File: src/rtl/inst_fetch_queue_pkg.sv
// Shared fetch/decode types: the queued instruction entry and the default issue width.
package inst_fetch_queue_pkg;

  localparam int unsigned FETCH_DATA_W = 32;
  localparam int unsigned FETCH_ADDR_W = 32;
  localparam int unsigned FETCH_LANES  = 2;

  typedef struct packed {
    logic [FETCH_ADDR_W-1:0] address;
    logic [FETCH_DATA_W-1:0] data;
  } fetch_entry_t;

endpackage

File: src/rtl/lane_compactor.sv
// Maps a sparse lane-valid mask to dense slot offsets (exclusive prefix popcount) and a total.
module lane_compactor
  import inst_fetch_queue_pkg::*;
#(
  parameter int unsigned LANES = FETCH_LANES
) (
  input  logic [LANES-1:0]                          write_en,
  output logic [LANES-1:0][$clog2(LANES+1)-1:0]     offset_c,
  output logic [$clog2(LANES+1)-1:0]                pushes_c
);

  localparam int unsigned OFF_W = $clog2(LANES + 1);

  logic [OFF_W-1:0] run;

  always_comb begin
    run      = '0;
    offset_c = '0;
    for (int unsigned l = 0; l < LANES; l++) begin
      offset_c[l] = run;
      run         = run + OFF_W'(write_en[l]);
    end
    pushes_c = run;
  end

endmodule

File: src/rtl/inst_fetch_queue.sv
// Multi-lane fetch->decode instruction queue with first-word fall-through and
// branch flush that can retain the delay-slot entry.
module inst_fetch_queue
  import inst_fetch_queue_pkg::*;
#(
  parameter int unsigned DEPTH  = 16,
  parameter int unsigned LANES  = FETCH_LANES,
  parameter int unsigned DATA_W = FETCH_DATA_W,
  parameter int unsigned ADDR_W = FETCH_ADDR_W
) (
  input  logic                              clk,
  input  logic                              rst,
  input  logic                              flush,
  input  logic                              flush_keep,
  input  logic [LANES-1:0]                  write_en,
  input  logic [LANES-1:0][DATA_W-1:0]      write_data,
  input  logic [LANES-1:0][ADDR_W-1:0]      write_address,
  input  logic [$clog2(LANES+1)-1:0]        read_count,
  output logic [LANES-1:0][DATA_W-1:0]      data_out,
  output logic [LANES-1:0][ADDR_W-1:0]      address_out,
  output logic [LANES-1:0]                  valid_out,
  output logic [$clog2(DEPTH+1)-1:0]        count,
  output logic                              empty,
  output logic                              almost_empty,
  output logic                              full,
  output logic                              overflow
);

  localparam int unsigned PTR_W = $clog2(DEPTH);
  localparam int unsigned CNT_W = $clog2(DEPTH + 1);
  localparam int unsigned RC_W  = $clog2(LANES + 1);

  fetch_entry_t mem_q [DEPTH];

  logic [PTR_W-1:0] rd_ptr_q, rd_ptr_d;
  logic [PTR_W-1:0] wr_ptr_q, wr_ptr_d;
  logic [CNT_W-1:0] count_q, count_d;
  logic             overflow_q, overflow_d;

  logic [LANES-1:0][RC_W-1:0] lane_off;
  logic [RC_W-1:0]            lane_pushes;

  logic [CNT_W-1:0] rc_ext, pops, surv;
  logic [PTR_W-1:0] rd_after;
  logic             full_now, push_ok;

  logic [LANES-1:0]       lane_we;
  logic [PTR_W-1:0]       lane_idx   [LANES];
  fetch_entry_t           lane_entry [LANES];

  lane_compactor #(.LANES(LANES)) u_compactor (
    .write_en (write_en),
    .offset_c (lane_off),
    .pushes_c (lane_pushes)
  );

  // Full is judged on the current occupancy; a same-cycle pop never frees room.
  assign full_now = (CNT_W'(DEPTH) - count_q) < CNT_W'(LANES);
  assign push_ok  = !full_now && !flush;

  always_comb begin
    rc_ext   = CNT_W'(read_count);
    pops     = (rc_ext < count_q) ? rc_ext : count_q;
    surv     = count_q - pops;
    rd_after = rd_ptr_q + PTR_W'(pops);
    rd_ptr_d   = rd_after;
    wr_ptr_d   = wr_ptr_q;
    count_d    = surv;
    overflow_d = overflow_q;
    if (flush) begin
      overflow_d = 1'b0;
      if (flush_keep && (surv != '0)) begin
        count_d  = CNT_W'(1);
        wr_ptr_d = rd_after + PTR_W'(1);
      end else begin
        count_d  = '0;
        wr_ptr_d = rd_after;
      end
    end else if (push_ok) begin
      count_d  = surv + CNT_W'(lane_pushes);
      wr_ptr_d = wr_ptr_q + PTR_W'(lane_pushes);
    end else if (write_en != '0) begin
      overflow_d = 1'b1;
    end
  end

  // Per-lane array write ports; slot indices wrap naturally through PTR_W arithmetic.
  always_comb begin
    for (int unsigned l = 0; l < LANES; l++) begin
      lane_we[l]            = write_en[l] && push_ok;
      lane_idx[l]           = wr_ptr_q + PTR_W'(lane_off[l]);
      lane_entry[l].address = FETCH_ADDR_W'(write_address[l]);
      lane_entry[l].data    = FETCH_DATA_W'(write_data[l]);
    end
  end

  always_ff @(posedge clk) begin
    for (int unsigned l = 0; l < LANES; l++) begin
      if (lane_we[l]) mem_q[lane_idx[l]] <= lane_entry[l];
    end
  end

  always_ff @(posedge clk or negedge rst) begin
    if (!rst) begin
      rd_ptr_q   <= '0;
      wr_ptr_q   <= '0;
      count_q    <= '0;
      overflow_q <= 1'b0;
    end else begin
      rd_ptr_q   <= rd_ptr_d;
      wr_ptr_q   <= wr_ptr_d;
      count_q    <= count_d;
      overflow_q <= overflow_d;
    end
  end

  // Fall-through read view of the oldest LANES entries.
  always_comb begin
    for (int unsigned i = 0; i < LANES; i++) begin
      data_out[i]    = DATA_W'(mem_q[rd_ptr_q + PTR_W'(i)].data);
      address_out[i] = ADDR_W'(mem_q[rd_ptr_q + PTR_W'(i)].address);
      valid_out[i]   = count_q > CNT_W'(i);
    end
  end

  assign count        = count_q;
  assign empty        = (count_q == '0);
  assign almost_empty = count_q < CNT_W'(LANES);
  assign full         = full_now;
  assign overflow     = overflow_q;

endmodule
File: config.mk
export PLATFORM = sky130hd
export DESIGN_NAME = inst_fetch_queue
export DESIGN_NICKNAME = d
export VERILOG_FILES = /design/src/rtl/inst_fetch_queue_pkg.sv /design/src/rtl/lane_compactor.sv /design/src/rtl/inst_fetch_queue.sv
export SDC_FILE = /design/constraint.sdc
export NUM_CORES = 2
export LEC_CHECK = 0
export BUFFER_PORTS_ARGS = -buffer_cell sky130_fd_sc_hd__buf_2
export CAP_MARGIN = 15
export CORE_AREA = 2 2 286 345
export DETAILED_ROUTE_END_ITERATION = 7
export DIE_AREA = 0 0 288 347
export PLACE_DENSITY = 0.94
export REMOVE_ABC_BUFFERS = 1
export SLEW_MARGIN = 20
export SYNTH_ARGS = -nofsm -noshare
export SYNTH_HDL_FRONTEND = slang
export SYNTH_SLANG_ARGS = --single-unit
File: constraint.sdc
create_clock -name clk -period 15.1 [get_ports clk]
set_clock_uncertainty 0.2 [all_clocks]
set_input_delay 1.51 -clock clk [delete_from_list [all_inputs] [get_ports clk]]
set_output_delay 1.51 -clock clk [all_outputs]
set_load 0.005 [all_outputs]
==> results.json <==
{
  "max_slew_margin": 0.173,
  "cp-start-kind": "flip-flop",
  "grt_pass1_wl_um": 274000,
  "via_count": 40500,
  "crit_path_top_delay_cell": "dfrtp_4",
  "cts_made_buffers": 102,
  "rows": 125,
  "postRouteAntennaNets": 0,
  "grt_max_degree": 146,
  "fp.dieW_um": 288,
  "clock_latency_ps": 710,
  "final_common_cell": "edfxtp_1",
  "outcome": "finished, final reports clean",
  "powerDensity_mw_per_mm2": 195,
  "postSynthCellCount": 3757,
  "p_leak_nw": 23.3,
  "finalSetupTns_ps": 0,
  "period_minus_slack_ps": 7280,
  "hold_buffers": 0,
  "cts_root_buf": "clkbuf_16",
  "critPathMaxStageDelay_ps": 1040,
  "fmax_ghz": 0.137,
  "rsz0062_at_grt": "no",
  "antenna_found_initial": 38,
  "nNetsFinal": 3951,
  "grt_usage": 0.379,
  "path_class": "reg2out",
  "syn_area_per_cell_um2": 16.6,
  "cpMostUsedCell": "buf_4",
  "synth.distinct_cells": 59,
  "worstMarginPinSlew_ps": 1240,
  "netlist_area_mm2": 0.0625,
  "seq_area_frac_synth": 0.498,
  "place_congestion": 0.843,
  "hold_viol_final": 0,
  "final_cells": 5169,
  "layout_common_cells": "edfxtp_1 (1024), mux2_2 (746), mux4_2 (448)",
  "postCtsSetupBuffers": 0,
  "crit_chain": "buf_4 > buf_4 > buf_4 > mux2_2 > o21ai_0 > a21oi_1 > a22oi_1 > nand2_1 > buf_2",
  "die_y_um": 347,
  "endpoint_kind": "output port",
  "cts_tree": "built",
  "drive_gt1_frac": 0.538,
  "async_reset_ff_frac": 0.0135,
  "synth-edff-count": 1024,
  "grt_pass1_vias": 41800,
  "ir_worst_vdd_mv": 0.198,
  "cts_buffer_depth": 3,
  "path_clk_slew_ps": 60,
  "yosysWarnings": 0,
  "cts_resized": 0,
  "post-route-period-util": 0.482,
  "fillCellCount": 5622,
  "ys_ff_latch": 1038,
  "drtPass1Iterations": 6,
  "area_delta_synth_final_pct": 7.91,
  "setup_viol": 0,
  "die_area_mm2": 0.0999,
  "drt-total-wl_um": 191000,
  "placed_cells": 4955,
  "drcViolationCount": 0,
  "crit_fanout": 63,
  "portBuffers": 274,
  "dpl.hpwl_um": 101000,
  "overflow": 0,
  "synth_ff_type": "edfxtp_1",
  "core_mm2": 0.0963,
  "report.final.slew_viol_count": 0,
  "hold_class": "reg2reg",
  "required_ps": 13390,
  "wl_per_cell_um": 37.0,
  "initial_core_util": 0.648,
  "cp_num_buf_inv": 4,
  "cp_top_family": "buffers and inverters",
  "cp.arrival_ps": 5570,
  "ios": 275,
  "cts_num_sinks": 1038,
  "drt_iter0_drc": 7460,
  "maxCapViolCount": 0,
  "htree_levels": 3,
  "via_per_inst": 7.84
}
[report_power, final]
group / internal, mW / switching [mW] / total, mW
clock network: 1.31 / 1.15 / 2.46
registers: 3.57 / 0.285 / 3.86
logic: 3.07 / 3.75 / 6.82
total: 7.96 / 5.18 / 13.1
[Yosys cell counts, types with 64 or more instances]
master | count | share of area
edfxtp_1 | 1024 | 0.49
a21oi_1 | 70 | 0.0056
mux2_4 | 343 | 0.082
nand2_1 | 81 | 0.0049
mux4_2 | 448 | 0.16
clkbuf_1 | 225 | 0.014
a22oi_1 | 64 | 0.0077
mux2_2 | 746 | 0.13
buf_2 | 75 | 0.0060
mux2i_1 | 196 | 0.031
a221oi_1 | 64 | 0.0090
o21ai_0 | 145 | 0.012
[kinds of logic after synthesis]
family                     share of synthesized area
adders and majority gates                    0.00509
AOI/OAI and AO/OA                             0.0376
buffers and inverters                         0.0367
other                                      0.0000600
muxes                                          0.410
and+or+nand+nor                               0.0102
xor gates and xnor gates                     0.00252
DFF                                            0.498
[area by class of cell]
| type | instances | area, um2 | area share |
|---|---|---|---|
| clock inverters | 58 | 414 | 0.00615 |
| repair buffers | 352 | 2050 | 0.0304 |
| multi-input cells | 2278 | 29400 | 0.436 |
| diodes | 29 | 72.6 | 0.00108 |
| flip-flops and latches | 1038 | 31100 | 0.462 |
| inverters | 20 | 80.1 | 0.00119 |
| clock buffers | 124 | 2680 | 0.0397 |
| well taps | 1270 | 1590 | 0.0236 |
[stage by stage]
step                instance area [um2]  worst slack, ps   util  power [mW]  hold slack [ps]
floorplan                         60200           -12830      -        9.76              287
global placement                  64100             8740  0.666        10.3              311
detailed placement                64100             8610  0.666        10.4              306
CTS                               67200             7830  0.698        12.9              351
global route                      67400             7560  0.699        13.5              372
finish                            67400             7820  0.700        13.1              354
[flip-flops by register name (all words and copies together) (netlist names)]
signal,cells
wr_ptr_q,4
overflow,1
count,5
mem_q,1024
rd_ptr_q,4
[layer usage]
layer / global-route usage / part of all wire / up-vias
li1: - / - / 15400
met1: 0.471 / 0.31 / 20100
met2: 0.583 / 0.47 / 3968
met3: 0.117 / 0.15 / 969
met4: 0.231 / 0.066 / 30
met5: 0 / 0.00093 / -
[worst register-to-register path: stages (launching register included)]
cell and delay, ps:
dfrtp_1 490, inv_1 170, ha_1 240, and2_1 150, ha_1 280, and3b_1 310
nand2_4 190, inv_6 90, nor3_4 180, buf_4 920, o21bai_4 610, buf_4 1060
[final timing paths]
kind | to | start | slack [ps] | cells past startpoint
worst max-delay path | data_out[23] | rd_ptr_q[0] | 7820 | 9
worst max register to register | mem_q[8][39] | count[1] | 9770 | 11
max in group asynchronous | count[0] | rst | 13920 | 1
min in group asynchronous | wr_ptr_q[2] | rst | 500 | 1
worst min-delay path | overflow | overflow | 350 | 1
worst min register to register | overflow | overflow | 350 | 1
Power figures use the tool's default switching activity.
